[config.mk]
export PLATFORM = sky130hd
export DESIGN_NAME = paddle_move_flat
export DESIGN_NICKNAME = d
export VERILOG_FILES = /design/src/rtl/paddle_move_if.sv /design/src/rtl/paddle_move.sv /design/src/flat_wrapper.sv
export SDC_FILE = /design/constraint.sdc
export NUM_CORES = 1
export LEC_CHECK = 0
export ABC_CLOCK_PERIOD_IN_PS = 7400
export BUFFER_PORTS_ARGS = -buffer_cell sky130_fd_sc_hd__buf_2
export CELL_PAD_IN_SITES_DETAIL_PLACEMENT = 0
export CELL_PAD_IN_SITES_GLOBAL_PLACEMENT = 1
export CORE_UTILIZATION = 30
export CTS_CLUSTER_DIAMETER = 50
export DETAILED_ROUTE_END_ITERATION = 8
export PLACE_DENSITY = 0.59
export SLEW_MARGIN = 20
export SYNTH_ARGS = -nofsm -noshare
export SYNTH_HDL_FRONTEND = slang
export SYNTH_SLANG_ARGS = --single-unit
[constraint.sdc]
create_clock -name clk -period 7.4 [get_ports clk]
set_input_delay 0.74 -clock clk [delete_from_list [all_inputs] [get_ports clk]]
set_output_delay 0.74 -clock clk [all_outputs]
set_load 0.02 [all_outputs]
[src/rtl/paddle_move_if.sv]
// Command/position bundle between a paddle driver (auto player or button
// decoder) and the paddle_move integrator.
interface paddle_move_if;
  logic       tick;
  logic       freeze;
  logic       center;
  logic       p;
  logic       m;
  logic [9:0] py;
  logic [1:0] dir;
  logic       at_min;
  logic       at_max;

  modport master (
    output tick, freeze, center, p, m,
    input  py, dir, at_min, at_max
  );

  modport slave (
    input  tick, freeze, center, p, m,
    output py, dir, at_min, at_max
  );
endinterface

[src/rtl/paddle_move.sv]
// Paddle centre integrator: clamped per-tick moves from active-low p/m requests.
// Define PADDLE_MOVE_ACCEL_EN to enable the hold counter and the fast phase.
module paddle_move #(
  parameter int unsigned PADDLE_H    = 80,
  parameter int unsigned Y_MAX       = 479,
  parameter int unsigned CENTER_Y    = 240,
  parameter int unsigned SPEED       = 2,
  parameter int unsigned FAST_SPEED  = 6,
  parameter int unsigned ACCEL_TICKS = 8
) (
  input  logic        clk,
  input  logic        rst,
  paddle_move_if.slave bus
);

  localparam logic [10:0] PY_MIN    = 11'(PADDLE_H / 2);
  localparam logic [10:0] PY_MAX    = 11'(Y_MAX - PADDLE_H / 2);
  localparam logic [9:0]  CENTER    = 10'(CENTER_Y);
  localparam logic [10:0] STEP_SLOW = 11'(SPEED);

  if ((PADDLE_H % 2) != 0 || ACCEL_TICKS < 1 || ACCEL_TICKS > 15 || FAST_SPEED == 0) begin : gBadConfig
    $error("paddle_move: illegal parameter combination");
  end

  typedef enum logic [1:0] {
    IDLE   = 2'b00,
    INC_ST = 2'b01,
    DEC_ST = 2'b10
  } state_t;

  state_t      state_q, state_d;
  logic [9:0]  py_q, py_d;
  logic        atMin_q, atMax_q;
  logic        cmdInc, cmdDec;
  logic        moveInc, moveDec;
  logic [10:0] step;
  logic [10:0] pyWide;
  logic [10:0] sum;

  // p=m=0 is the auto player's reset pattern, so it decodes as HOLD like p=m=1
  assign cmdInc = !bus.p && bus.m;
  assign cmdDec = bus.p && !bus.m;

  always_comb begin
    state_d = state_q;
    moveInc = 1'b0;
    moveDec = 1'b0;
    if (bus.center) begin
      state_d = IDLE;
    end else if (bus.tick) begin
      if (bus.freeze || !(cmdInc || cmdDec)) begin
        state_d = IDLE;
      end else if (cmdInc) begin
        state_d = INC_ST;
        moveInc = 1'b1;
      end else begin
        state_d = DEC_ST;
        moveDec = 1'b1;
      end
    end
  end

`ifdef PADDLE_MOVE_ACCEL_EN
  localparam logic [3:0]  ACCEL_CNT = 4'(ACCEL_TICKS);
  localparam logic [10:0] STEP_FAST = 11'(FAST_SPEED);

  logic [3:0] count_q, count_d;
  logic       sameDir;

  // A reversal restarts the run, so only a continuing direction may go fast
  always_comb begin
    sameDir = (moveInc && state_q == INC_ST) || (moveDec && state_q == DEC_ST);
    step    = (sameDir && count_q == ACCEL_CNT) ? STEP_FAST : STEP_SLOW;
    count_d = count_q;
    if (state_d == IDLE) begin
      count_d = 4'd0;
    end else if (moveInc || moveDec) begin
      if (!sameDir) begin
        count_d = 4'd1;
      end else if (count_q != ACCEL_CNT) begin
        count_d = count_q + 4'd1;
      end
    end
  end

  always_ff @(posedge clk or negedge rst) begin
    if (!rst) begin
      count_q <= 4'd0;
    end else begin
      count_q <= count_d;
    end
  end
`else
  assign step = STEP_SLOW;
`endif

  assign pyWide = {1'b0, py_q};
  assign sum    = pyWide + step;

  always_comb begin
    py_d = py_q;
    if (bus.center) begin
      py_d = CENTER;
    end else if (moveInc) begin
      py_d = (sum > PY_MAX) ? 10'(PY_MAX) : sum[9:0];
    end else if (moveDec) begin
      py_d = (pyWide < PY_MIN + step) ? 10'(PY_MIN) : py_q - step[9:0];
    end
  end

  always_ff @(posedge clk or negedge rst) begin
    if (!rst) begin
      state_q <= IDLE;
      py_q    <= CENTER;
      atMin_q <= 1'b0;
      atMax_q <= 1'b0;
    end else begin
      state_q <= state_d;
      py_q    <= py_d;
      atMin_q <= (py_d == 10'(PY_MIN));
      atMax_q <= (py_d == 10'(PY_MAX));
    end
  end

  assign bus.py     = py_q;
  assign bus.dir    = state_q;
  assign bus.at_min = atMin_q;
  assign bus.at_max = atMax_q;

endmodule

[src/flat_wrapper.sv]
// flat-port wrapper written by rule: the top's interface ports become plain ports
module paddle_move_flat 
#(
  parameter int unsigned PADDLE_H    = 80,
  parameter int unsigned Y_MAX       = 479,
  parameter int unsigned CENTER_Y    = 240,
  parameter int unsigned SPEED       = 2,
  parameter int unsigned FAST_SPEED  = 6,
  parameter int unsigned ACCEL_TICKS = 8
)
  (clk, rst, bus_tick, bus_freeze, bus_center, bus_p, bus_m, bus_py, bus_dir, bus_at_min, bus_at_max);
  paddle_move_if bus_i ();
  input  logic clk;
  input  logic rst;
  input wire logic [$bits(bus_i.tick)-1:0] bus_tick;
  input wire logic [$bits(bus_i.freeze)-1:0] bus_freeze;
  input wire logic [$bits(bus_i.center)-1:0] bus_center;
  input wire logic [$bits(bus_i.p)-1:0] bus_p;
  input wire logic [$bits(bus_i.m)-1:0] bus_m;
  output wire logic [$bits(bus_i.py)-1:0] bus_py;
  output wire logic [$bits(bus_i.dir)-1:0] bus_dir;
  output wire logic [$bits(bus_i.at_min)-1:0] bus_at_min;
  output wire logic [$bits(bus_i.at_max)-1:0] bus_at_max;
  assign bus_i.tick = bus_tick;
  assign bus_i.freeze = bus_freeze;
  assign bus_i.center = bus_center;
  assign bus_i.p = bus_p;
  assign bus_i.m = bus_m;
  assign bus_py = bus_i.py;
  assign bus_dir = bus_i.dir;
  assign bus_at_min = bus_i.at_min;
  assign bus_at_max = bus_i.at_max;
  paddle_move #(.PADDLE_H(PADDLE_H), .Y_MAX(Y_MAX), .CENTER_Y(CENTER_Y), .SPEED(SPEED), .FAST_SPEED(FAST_SPEED), .ACCEL_TICKS(ACCEL_TICKS)) u_core (.clk(clk), .rst(rst), .bus(bus_i));
endmodule
==> parameters.txt, run 1 <==
Parameter                              Value

Timing
  Max-Slew Margin vs Limit ... 0.651
  Final worst-path cycle share ... 0.411
  Final period demand of the worst path ... 3.04 ns
  Finish-stage setup viols ... 0
  Pins over their slew limit ... 0
  Number of hold-slack violations in the final timing report ... 0
  Sum Neg Setup Slack ... 0 ns
  Worst clock skew on the final layout ... 0.000808 ns
  Setup repair after global routing missed its margin ... no
  Worst hold margin ... 0.387 ns
  Slew at the pin closest to its max-slew limit ... 0.523 ns
  Highest Clock Rate ... 0.329 GHz

Floorplan
  Core Region ... 4120 µm²
  Die Footprint ... 4680 µm²
  Die span in y ... 68.4 µm
  Effective utilization at floorplan ... 0.322
  Die boundary width ... 68.4 µm
  Top-level port count ... 21
  Number of core rows ... 23

Layout
  Share of final-layout standard cells stronger than drive strength 1 ... 0.216
  Layout overhead on the synthesized area ... 10.8%
  Area occupied by multi-input gates ... 863 µm²
  FF+latch area ... 355 µm²
  Layout filler cell count ... 449
  Post-layout net count ... 180
  ANT cells ... 0

Drt
  Final antenna-violating net count ... 0
  Wire length after detailed routing ... 3.78 mm
  Via Count ... 1299
  Residual DRC ... 0
  Average wire length per cell after detail routing ... 17.4 µm
  DRC violation total after the first TritonRoute iteration ... 110
  DRT Pass-1 Iters ... 4
  Vias per cell ... 5.99

Yosys
  Proportion of synthesized chip area in sequential cells ... 0.268
  Most numerous cell types in the synthesized netlist ... 10 x sky130_fd_sc_hd__clkbuf_1, 10 x sky130_fd_sc_hd__dfrtp_1, 10 x sky130_fd_sc_hd__nor2_1
  Synth Instances ... 158
  Seq cells post-synth ... 14
  Dominant cell type by area after synthesis ... sky130_fd_sc_hd__dfrtp_1
  Mean area per synthesized cell ... 8.38 µm²
  Cell types with the largest area share after synthesis ... sky130_fd_sc_hd__dfrtp_1 19%, sky130_fd_sc_hd__dfstp_2 7.9%, sky130_fd_sc_hd__ha_1 4.7%
  Area share of the largest cell type after synthesis ... 0.189
  Syn Nets ... 170
  Number of flops mapped to enable cells by yosys ... 0
  Fraction of registers with async set or reset after synthesis ... 1.00
  Combined area of all synthesized cells ... 1320 µm²
  Most used DFF post-synth ... sky130_fd_sc_hd__dfrtp_1
  Total number of yosys warnings ... 0
  Number of distinct library cell variants in the gate-level netlist after synthesis ... 52

Clock network
  Clock buffer count from CTS ... 3
  Depth of the CTS H-tree ... 1
  Maximum clock path buffer count ... 2
  Clock root buffer ... sky130_fd_sc_hd__clkbuf_8
  # Post-CTS Setup Buffers ... 0
  Gates resized, CTS repair ... 0
  Number of hold buffers added after CTS ... 0
  CTS tree ... built
  Clk pin slew, worst setup/hold paths ... 0.06 ns
  Clock latency at the later pin of the worst-skew pair ... 0.25 ns
  Total number of clock tree sinks ... 14

Critical path
  Worst r2r path cells ... 8
  Cell class contributing the biggest share of worst-path delay ... simple AND/OR/NAND/NOR gates
  Worst Setup End Kind ... flop
  Critical Path RT ... 7.56 ns
  Largest fanout on the critical path ... 10
  Startpoint kind of the worst setup timing path ... input port
  Cell at the slowest stage of the critical path ... sky130_fd_sc_hd__or4b_4
  Crit path depth ... 10
  Type of the worst setup path ... in -> reg
  Worst reg2reg setup slack ... 4.47 ns
  Count of buffering cells on the critical path with inverters included ... 2
  Cell-by-cell listing of the critical path ... buf_2 -> inv_1 -> ha_1 -> or4b_4 -> nor4_1 -> xor2_1 -> a221o_1 -> a2111oi_2 -> nand2_1 -> nor4b_2
  RR Startpoint ... u_core.bus.py[1]$_DFF_PN0_
  Crit path capture ... u_core.bus.at_min$_DFF_PN0_
  Worst reg2reg endpoint ... u_core.bus.at_min$_DFF_PN0_
  Largest stage delay on the critical path ... 0.60 ns
  Critical path arrival ... 3.20 ns
  Timing startpoint of the critical path ... bus_m

Run
  Total of max-cap violations ... 0

Pwr
  Share of power burned in registers ... 0.446
  Internal portion of total power ... 136 µW
  Worst ir drop on vdd ... 0.0743 mV
  Static leakage ... 0.000599 µW
  Net switching component of the power ... 52.6 µW
  Areal power density over the cells ... 128 nW/µm²
  Power share of the combinational group ... 0.142
  Switching Share ... 0.279
  Part of the total power dissipated in the clock network ... 0.413

GRT
  Wire length of the first global-routing pass ... 6.27 mm
  Pin count of the biggest net entering global routing ... 17
  Initial antenna violation count ... 0
  Overflow left after global routing ... 0
  Via count of the first global-routing pass ... 1190
  Total routing resource utilization after global routing ... 0.184

Run status
  Outcome ... finished, final reports clean

Placed design
  Count of buffers from port buffering ... 20
  Routability-driven placement congestion ratio ... 0.922
  Detailed placement HPWL ... 2.72 mm

Min path
  Type of the worst min-delay path ... in -> async
==> worst min-delay path by stage <==
| stage | slack (ns) | cells after the start | end | start |
|---|---|---|---|---|
| final | 0.39 | 1 | u_core.bus.py[9]$_DFF_PN0_ | rst |
| after global routing | 0.40 | 1 | u_core.bus.py[8]$_DFF_PN0_ | rst |
| after CTS | 0.39 | 1 | u_core.bus.py[9]$_DFF_PN0_ | rst |
| after detailed placement | 0.46 | 2 | u_core.bus.dir[1]$_DFFE_PN0P_ | u_core.bus.dir[1]$_DFFE_PN0P_ |
| after global placement | 0.45 | 2 | u_core.bus.dir[0]$_DFFE_PN0P_ | u_core.bus.dir[0]$_DFFE_PN0P_ |
| after floorplan | 0.44 | 0 | u_core.bus.at_max$_DFF_PN0_ | rst |
==> metal layers <==
layer,vias up,global-route usage,wire [µm]
met1,621,0.266,1830
met2,57,0.272,1620
li1,611,-,-
met3,10,0.0333,255
met4,0,0.0599,69
met5,-,0,0
==> sequential cells by signal, summed over array words and instances, names as in the netlist <==
| name | count |
|---|---|
| u_core.bus.dir | 2 |
| u_core.bus.at_min | 1 |
| u_core.bus.at_max | 1 |
| u_core.bus.py | 10 |
==> worst reg2reg max path, stage by stage, from the launching register on <==
cell	delay [ns]
sky130_fd_sc_hd__dfrtp_1	0.62
sky130_fd_sc_hd__ha_1	0.49
sky130_fd_sc_hd__nand4_1	0.17
sky130_fd_sc_hd__a2111o_1	0.43
sky130_fd_sc_hd__a21oi_1	0.26
sky130_fd_sc_hd__a221oi_1	0.16
sky130_fd_sc_hd__a2111oi_2	0.35
sky130_fd_sc_hd__nand2_1	0.10
sky130_fd_sc_hd__nor4b_2	0.25
==> placed cells by master (no fill, tap or decap), types with 2 or more instances in the layout <==
| master | instances |
|---|---|
| sky130_fd_sc_hd__xnor2_1 | 5 |
| sky130_fd_sc_hd__o31ai_1 | 3 |
| sky130_fd_sc_hd__a41oi_1 | 2 |
| sky130_fd_sc_hd__dfrtp_1 | 10 |
| sky130_fd_sc_hd__inv_1 | 8 |
| sky130_fd_sc_hd__a31oi_1 | 4 |
| sky130_fd_sc_hd__o21ai_0 | 3 |
| sky130_fd_sc_hd__o211ai_1 | 2 |
| sky130_fd_sc_hd__and3_1 | 4 |
| sky130_fd_sc_hd__a311oi_1 | 2 |
| sky130_fd_sc_hd__a211oi_1 | 3 |
| sky130_fd_sc_hd__xor2_1 | 5 |
| sky130_fd_sc_hd__nor4b_2 | 2 |
| sky130_fd_sc_hd__dfstp_2 | 4 |
| sky130_fd_sc_hd__nor3_1 | 7 |
| sky130_fd_sc_hd__clkbuf_8 | 4 |
| sky130_fd_sc_hd__a32oi_1 | 2 |
| sky130_fd_sc_hd__or3_1 | 4 |
| sky130_fd_sc_hd__nor4_1 | 2 |
| sky130_fd_sc_hd__and2_1 | 4 |
| sky130_fd_sc_hd__buf_2 | 20 |
| sky130_fd_sc_hd__or4_1 | 4 |
| sky130_fd_sc_hd__o21a_1 | 2 |
| sky130_fd_sc_hd__nor2_1 | 10 |
| sky130_fd_sc_hd__nand2b_1 | 2 |
| sky130_fd_sc_hd__a21oi_1 | 6 |
| sky130_fd_sc_hd__ha_1 | 5 |
| sky130_fd_sc_hd__nand4_1 | 3 |
| sky130_fd_sc_hd__nand2_1 | 9 |
| sky130_fd_sc_hd__a21o_1 | 2 |
| sky130_fd_sc_hd__nand3_1 | 4 |
==> layout make-up <==
class                           instances  area share
Timing Repair Buffer                   20      0.0683
Multi-Input combinational cell        121       0.589
Tap cell                               50      0.0427
Inverter                                8      0.0205
Sequential cell                        14       0.242
Clock buffer                            4      0.0375
==> cells by family after synthesis <==
group / share of synthesized area
fa+ha+maj: 0.0473
xor+xnor: 0.0662
buf+inv: 0.0794
simple gates: 0.303
flops: 0.268
compound gates: 0.235
==> power by group through the flow <==
| stage | Clock [µW] | Combinational [µW] | Sequential [µW] |
|---|---|---|---|
| finish | 77.7 | 26.6 | 83.8 |
| global route | 84.1 | 29.4 | 84.5 |
| CTS | 77.8 | 26.5 | 84.0 |
| detailed placement | 0 | 26.4 | 85.4 |
| global placement | 0 | 26.6 | 85.3 |
| floorplan | 0 | 18.3 | 83.8 |
==> through the flow <==
step	util	cell area, µm²	power [µW]	setup WS, ns	cells
floorplan	-	1320	102	4.26	158
global placement	0.343	1410	112	4.11	213
detailed placement	0.343	1410	112	4.10	213
CTS	0.356	1470	188	4.33	217
global route	0.356	1470	198	4.15	217
finish	0.356	1470	188	4.36	217
Power figures use the tool's default switching activity.
==> run 2, diff against run 1 <==
- ABC_CLOCK_PERIOD_IN_PS: 7400 -> 2500
- PLACE_DENSITY: 0.59 -> 0.61
- clock period: 7.4 -> 2.5 ns (I/O delays scaled with it)
==> run 2 against run 1 <==
Against the previous run: cell count rose by 17%; sequential power rose to 2.9 times the previous value; global-route usage rose by 0.99 points.
==> parameters.txt, run 2 (same netlist as run 1, synthesis figures left out) <==
Parameter                              Value

Run status
  Outcome ... finished, final reports clean

Floorplan
  Die Footprint ... 4680 µm²
  Die boundary width ... 68.4 µm
  Number of core rows ... 23
  Top-level port count ... 21
  Effective utilization at floorplan ... 0.322
  Die span in y ... 68.4 µm
  Core Region ... 4120 µm²

Critical path
  Worst r2r path cells ... 7
  Largest stage delay on the critical path ... 0.52 ns
  Cell at the slowest stage of the critical path ... sky130_fd_sc_hd__dfstp_4
  Worst Setup End Kind ... flop
  Type of the worst setup path ... reg -> reg
  Cell-by-cell listing of the critical path ... or4_4 -> o31ai_2 -> a211oi_2 -> a311o_1 -> nor3_2 -> nand4_1 -> nor4b_2
  Largest fanout on the critical path ... 12
  Critical Path RT ... 2.65 ns
  Startpoint kind of the worst setup timing path ... flop
  Critical path arrival ... 2.62 ns

Drt
  Via Count ... 1464
  Average wire length per cell after detail routing ... 17.1 µm
  DRT Pass-1 Iters ... 4
  DRC violation total after the first TritonRoute iteration ... 82
  Vias per cell ... 5.76
  Wire length after detailed routing ... 4.35 mm
  Residual DRC ... 0
  Final antenna-violating net count ... 0

Run
  Total of max-cap violations ... 0

Layout
  ANT cells ... 0
  Layout filler cell count ... 432
  FF+latch area ... 359 µm²
  Area occupied by multi-input gates ... 923 µm²
  Share of final-layout standard cells stronger than drive strength 1 ... 0.412
  Layout overhead on the synthesized area ... 36.3%
  Most common library cell in the layout ignoring fill and taps ... sky130_fd_sc_hd__buf_4
  Post-layout net count ... 218
  Max FFs per register ... 10
  Utilization of the core after routing ... 0.438
  Leading cell types in the layout, fill and taps excluded ... 37 x sky130_fd_sc_hd__buf_4, 20 x sky130_fd_sc_hd__buf_2, 10 x sky130_fd_sc_hd__nor2_1, 10 x sky130_fd_sc_hd__dfrtp_1, 9 x sky130_fd_sc_hd__nand2_1

Timing
  Worst hold margin ... 0.317 ns
  Worst clock skew on the final layout ... 0.00189 ns
  Max-Slew Margin vs Limit ... 0.704
  Setup repair after global routing missed its margin ... yes
  Sum Neg Setup Slack ... 0 ns
  Highest Clock Rate ... 0.405 GHz
  Pins over their slew limit ... 0
  Final period demand of the worst path ... 2.47 ns
  Final worst-path cycle share ... 0.988
  Number of hold-slack violations in the final timing report ... 0
  Worst setup slack after layout ... 0.0293 ns
  Finish-stage setup viols ... 0
  Slew at the pin closest to its max-slew limit ... 0.444 ns

Clock network
  Maximum clock path buffer count ... 2
  Clock buffer count from CTS ... 3
  Clock latency at the later pin of the worst-skew pair ... 0.24 ns
  Clock root buffer ... sky130_fd_sc_hd__clkbuf_8
  Clk pin slew, worst setup/hold paths ... 0.05 ns
  Depth of the CTS H-tree ... 1
  Total number of clock tree sinks ... 14
  CTS tree ... built

Pwr
  Static leakage ... 0.000787 µW
  Worst ir drop on vdd ... 0.301 mV
  Total Power ... 539 µW
  Areal power density over the cells ... 299 nW/µm²

GRT
  Initial antenna violation count ... 0
  Pin count of the biggest net entering global routing ... 16
  Overflow left after global routing ... 0
  Total routing resource utilization after global routing ... 0.194
  Via count of the first global-routing pass ... 1371
  Wire length of the first global-routing pass ... 6.75 mm

Placed design
  Setup slack after placement ... -0.213 ns
  Detailed placement HPWL ... 3.34 mm
  Routability-driven placement congestion ratio ... 0.881
  Count of buffers from port buffering ... 20

Min path
  Worst Hold Depth ... 4
  Type of the worst min-delay path ... in -> reg
-- run 2: what timing repair did --
| action | CTS | global route |
|---|---|---|
| hold buffers | 1 | 0 |
| setup endpoints to repair | 2 | 3 |
| setup buffers | 0 | 2 |
| pin swaps | 0 | 2 |
| resized for setup | 1 | 12 |
| hold endpoints to repair | 10 | 0 |
-- run 2: stage by stage --
step	instance area (µm²)	cells
global route	1800	254
floorplan	1340	158
detailed placement	1690	248
finish	1800	254
CTS	1750	252
global placement	1690	248
-- run 2: path summary, 6_finish.rpt --
check / start / to / slack (ns)
max: u_core.bus.py[5]$_DFF_PN1_ / u_core.bus.at_max$_DFF_PN0_ / 0.03
min: bus_tick / u_core.bus.dir[0]$_DFFE_PN0P_ / 0.32
max reg2reg: u_core.bus.py[5]$_DFF_PN1_ / u_core.bus.at_max$_DFF_PN0_ / 0.03
min reg2reg: u_core.bus.dir[0]$_DFFE_PN0P_ / u_core.bus.dir[0]$_DFFE_PN0P_ / 0.47
max in group asynchronous: rst / u_core.bus.py[6]$_DFF_PN1_ / 1.76
min in group asynchronous: rst / u_core.bus.py[9]$_DFF_PN0_ / 0.45
-- run 2: final cells by class --
class | instances | area share
inverters | 8 | 0.0166
multi-input cells | 121 | 0.512
well taps | 50 | 0.0347
repair buffers | 58 | 0.215
clock buffers | 3 | 0.0229
flip-flops and latches | 14 | 0.199
-- run 2: layer usage --
layer / GRT usage / share of wire
met5: 0 / 0
met4: 0.0339 / 0.014
met3: 0.0183 / 0.061
met2: 0.319 / 0.46
met1: 0.276 / 0.46
-- run 2: power by group --
group | switching (µW) | internal (µW)
clock | 72.8 | 106
sequential | 7.67 | 233
combinational | 68.0 | 51.1
total | 148 | 390
-- run 2: critical path: cells and delay by family (launching register included) --
kind / cells / cell delay (ns)
compound gates: 3 / 0.71
flops: 1 / 0.52
simple gates: 4 / 1.16
==> run 3, diff against run 2 <==
- RECOVER_POWER: unset -> 25
==> run 3 against run 2 <==
Against the previous run: sequential share of layout area hardly changed; flip-flop and latch count stayed put; sequential power hardly changed; first-iteration DRC count stayed put; non-clock buffer count stayed put.
==> parameters.txt, run 3 (same netlist as run 1, synthesis figures left out) <==
Parameter                              Value

Run status
  Outcome ... finished, final reports clean

Pwr
  Worst ir drop on vdd ... 0.301 mV
  Net switching component of the power ... 148 µW
  Share of power burned in registers ... 0.447
  Total Power ... 539 µW
  Switching Share ... 0.276
  Power share of the combinational group ... 0.221
  Areal power density over the cells ... 299 nW/µm²
  Internal portion of total power ... 390 µW
  Part of the total power dissipated in the clock network ... 0.333
  Static leakage ... 0.000784 µW

Floorplan
  Die boundary width ... 68.4 µm
  Die span in y ... 68.4 µm
  Number of core rows ... 23
  Core Region ... 4120 µm²
  Top-level port count ... 21
  Die Footprint ... 4680 µm²
  Effective utilization at floorplan ... 0.322

GRT
  Initial antenna violation count ... 0
  Via count of the first global-routing pass ... 1371
  Pin count of the biggest net entering global routing ... 16
  Overflow left after global routing ... 0
  Wire length of the first global-routing pass ... 6.75 mm
  Total routing resource utilization after global routing ... 0.194

Min path
  Type of the worst min-delay path ... in -> reg

Timing
  Highest Clock Rate ... 0.405 GHz
  Pins over their slew limit ... 0
  Slew at the pin closest to its max-slew limit ... 0.808 ns
  Final period demand of the worst path ... 2.47 ns
  Finish-stage setup viols ... 0
  Worst hold margin ... 0.318 ns
  Max-Slew Margin vs Limit ... 0.462
  Final worst-path cycle share ... 0.987
  Worst clock skew on the final layout ... 0.00186 ns
  Sum Neg Setup Slack ... 0 ns
  Setup repair after global routing missed its margin ... yes
  Number of hold-slack violations in the final timing report ... 0

Critical path
  Largest fanout on the critical path ... 12
  Type of the worst setup path ... reg -> reg
  Count of buffering cells on the critical path with inverters included ... 0
  Critical path arrival ... 2.62 ns
  Cell at the slowest stage of the critical path ... sky130_fd_sc_hd__dfstp_4
  Critical Path RT ... 2.65 ns
  Cell-by-cell listing of the critical path ... or4_4 -> o31ai_2 -> a211oi_2 -> a311o_1 -> nor3_2 -> nand4_1 -> nor4b_2
  Largest stage delay on the critical path ... 0.52 ns
  Worst Setup End Kind ... flop
  Startpoint kind of the worst setup timing path ... flop
  Cell class contributing the biggest share of worst-path delay ... simple AND/OR/NAND/NOR gates

Run
  Total of max-cap violations ... 0

Layout
  Most common library cell in the layout ignoring fill and taps ... sky130_fd_sc_hd__buf_4
  ANT cells ... 0
  Max FFs per register ... 10
  Post-layout net count ... 218
  Area occupied by multi-input gates ... 923 µm²
  FF+latch area ... 359 µm²
  Share of final-layout standard cells stronger than drive strength 1 ... 0.407
  Leading cell types in the layout, fill and taps excluded ... 37 x sky130_fd_sc_hd__buf_4, 19 x sky130_fd_sc_hd__buf_2, 10 x sky130_fd_sc_hd__nor2_1, 10 x sky130_fd_sc_hd__dfrtp_1, 9 x sky130_fd_sc_hd__nand2_1
  Layout overhead on the synthesized area ... 36.2%
  Layout filler cell count ... 431
  Non-filler cells in the finished layout ... 254

Drt
  Via Count ... 1458
  Wire length after detailed routing ... 4.34 mm
  Average wire length per cell after detail routing ... 17.1 µm
  Residual DRC ... 0
  Final antenna-violating net count ... 0
  DRC violation total after the first TritonRoute iteration ... 82
  Vias per cell ... 5.74
  DRT Pass-1 Iters ... 4

Clock network
  Total number of clock tree sinks ... 14
  Clock root buffer ... sky130_fd_sc_hd__clkbuf_8
  Maximum clock path buffer count ... 2
  Clock buffer count from CTS ... 3
  CTS tree ... built
  Depth of the CTS H-tree ... 1
  Clock latency at the later pin of the worst-skew pair ... 0.24 ns
  Clk pin slew, worst setup/hold paths ... 0.05 ns

Placed design
  Routability-driven placement congestion ratio ... 0.881
  Detailed placement HPWL ... 3.34 mm
  Count of buffers from port buffering ... 20
  Placed cell count ... 248
==> run 3: cell types whose count changed in the layout (fill, tap and decap cells not counted) <==
cell | before | now
sky130_fd_sc_hd__buf_2 | 20 | 19
sky130_fd_sc_hd__clkbuf_1 | 0 | 1
==> run 3: metrics by stage <==
stage / instance area, µm² / util / setup slack (ns)
after floorplan: 1340 / - / 0.0168
after global placement: 1690 / 0.410 / -0.187
after detailed placement: 1690 / 0.410 / -0.213
after CTS: 1750 / 0.424 / 0.0334
after global routing: 1800 / 0.438 / -0.0977
final: 1800 / 0.438 / 0.0326
==> run 3: area by class of cell <==
| cell class | instances | share of cell area |
|---|---|---|
| multi-input cells | 121 | 0.512 |
| flip-flops and latches | 14 | 0.199 |
| clock buffers | 3 | 0.0229 |
| repair buffers | 58 | 0.214 |
| inverters | 8 | 0.0167 |
| well taps | 50 | 0.0347 |
==> run 3: path summary, 6_finish.rpt <==
check,startpoint,end,slack (ns),cells past startpoint
max,u_core.bus.py[5]$_DFF_PN1_,u_core.bus.at_max$_DFF_PN0_,0.03,7
min,bus_tick,u_core.bus.dir[0]$_DFFE_PN0P_,0.32,4
max reg2reg,u_core.bus.py[5]$_DFF_PN1_,u_core.bus.at_max$_DFF_PN0_,0.03,7
min reg2reg,u_core.bus.dir[0]$_DFFE_PN0P_,u_core.bus.dir[0]$_DFFE_PN0P_,0.48,2
max in group asynchronous,rst,u_core.bus.dir[0]$_DFFE_PN0P_,1.38,2
min in group asynchronous,rst,u_core.bus.py[9]$_DFF_PN0_,0.62,2
==> run 3: metal layers <==
metal | vias up | track usage | wire (µm)
met2 | 59 | 0.319 | 2030
met1 | 704 | 0.276 | 2030
li1 | 689 | - | -
met5 | - | 0 | 0
met4 | 0 | 0.0339 | 43
met3 | 6 | 0.0183 | 242
==> run 3: power by group through the flow <==
| stage | clock network [µW] | logic (µW) | registers [µW] |
|---|---|---|---|
| finish | 179 | 119 | 241 |
| global route | 196 | 130 | 242 |
| CTS | 182 | 115 | 241 |
| detailed placement | 0 | 112 | 244 |
| global placement | 0 | 112 | 245 |
| floorplan | 0 | 55.8 | 248 |
==> run 3: repair_timing <==
item,CTS,global route
resized for setup,1,12
pin swaps,0,2
hold buffers,1,0
hold endpoints to repair,10,0
buffers inserted,0,2
setup endpoints to repair,2,3
==> run 3: worst reg2reg max path: stages, from the launching register on <==
cell                       delay (ns)
sky130_fd_sc_hd__dfstp_4         0.52
sky130_fd_sc_hd__or4_4           0.52
sky130_fd_sc_hd__o31ai_2         0.23
sky130_fd_sc_hd__a211oi_2        0.11
sky130_fd_sc_hd__a311o_1         0.36
sky130_fd_sc_hd__nor3_2          0.23
sky130_fd_sc_hd__nand4_1         0.15
sky130_fd_sc_hd__nor4b_2         0.26
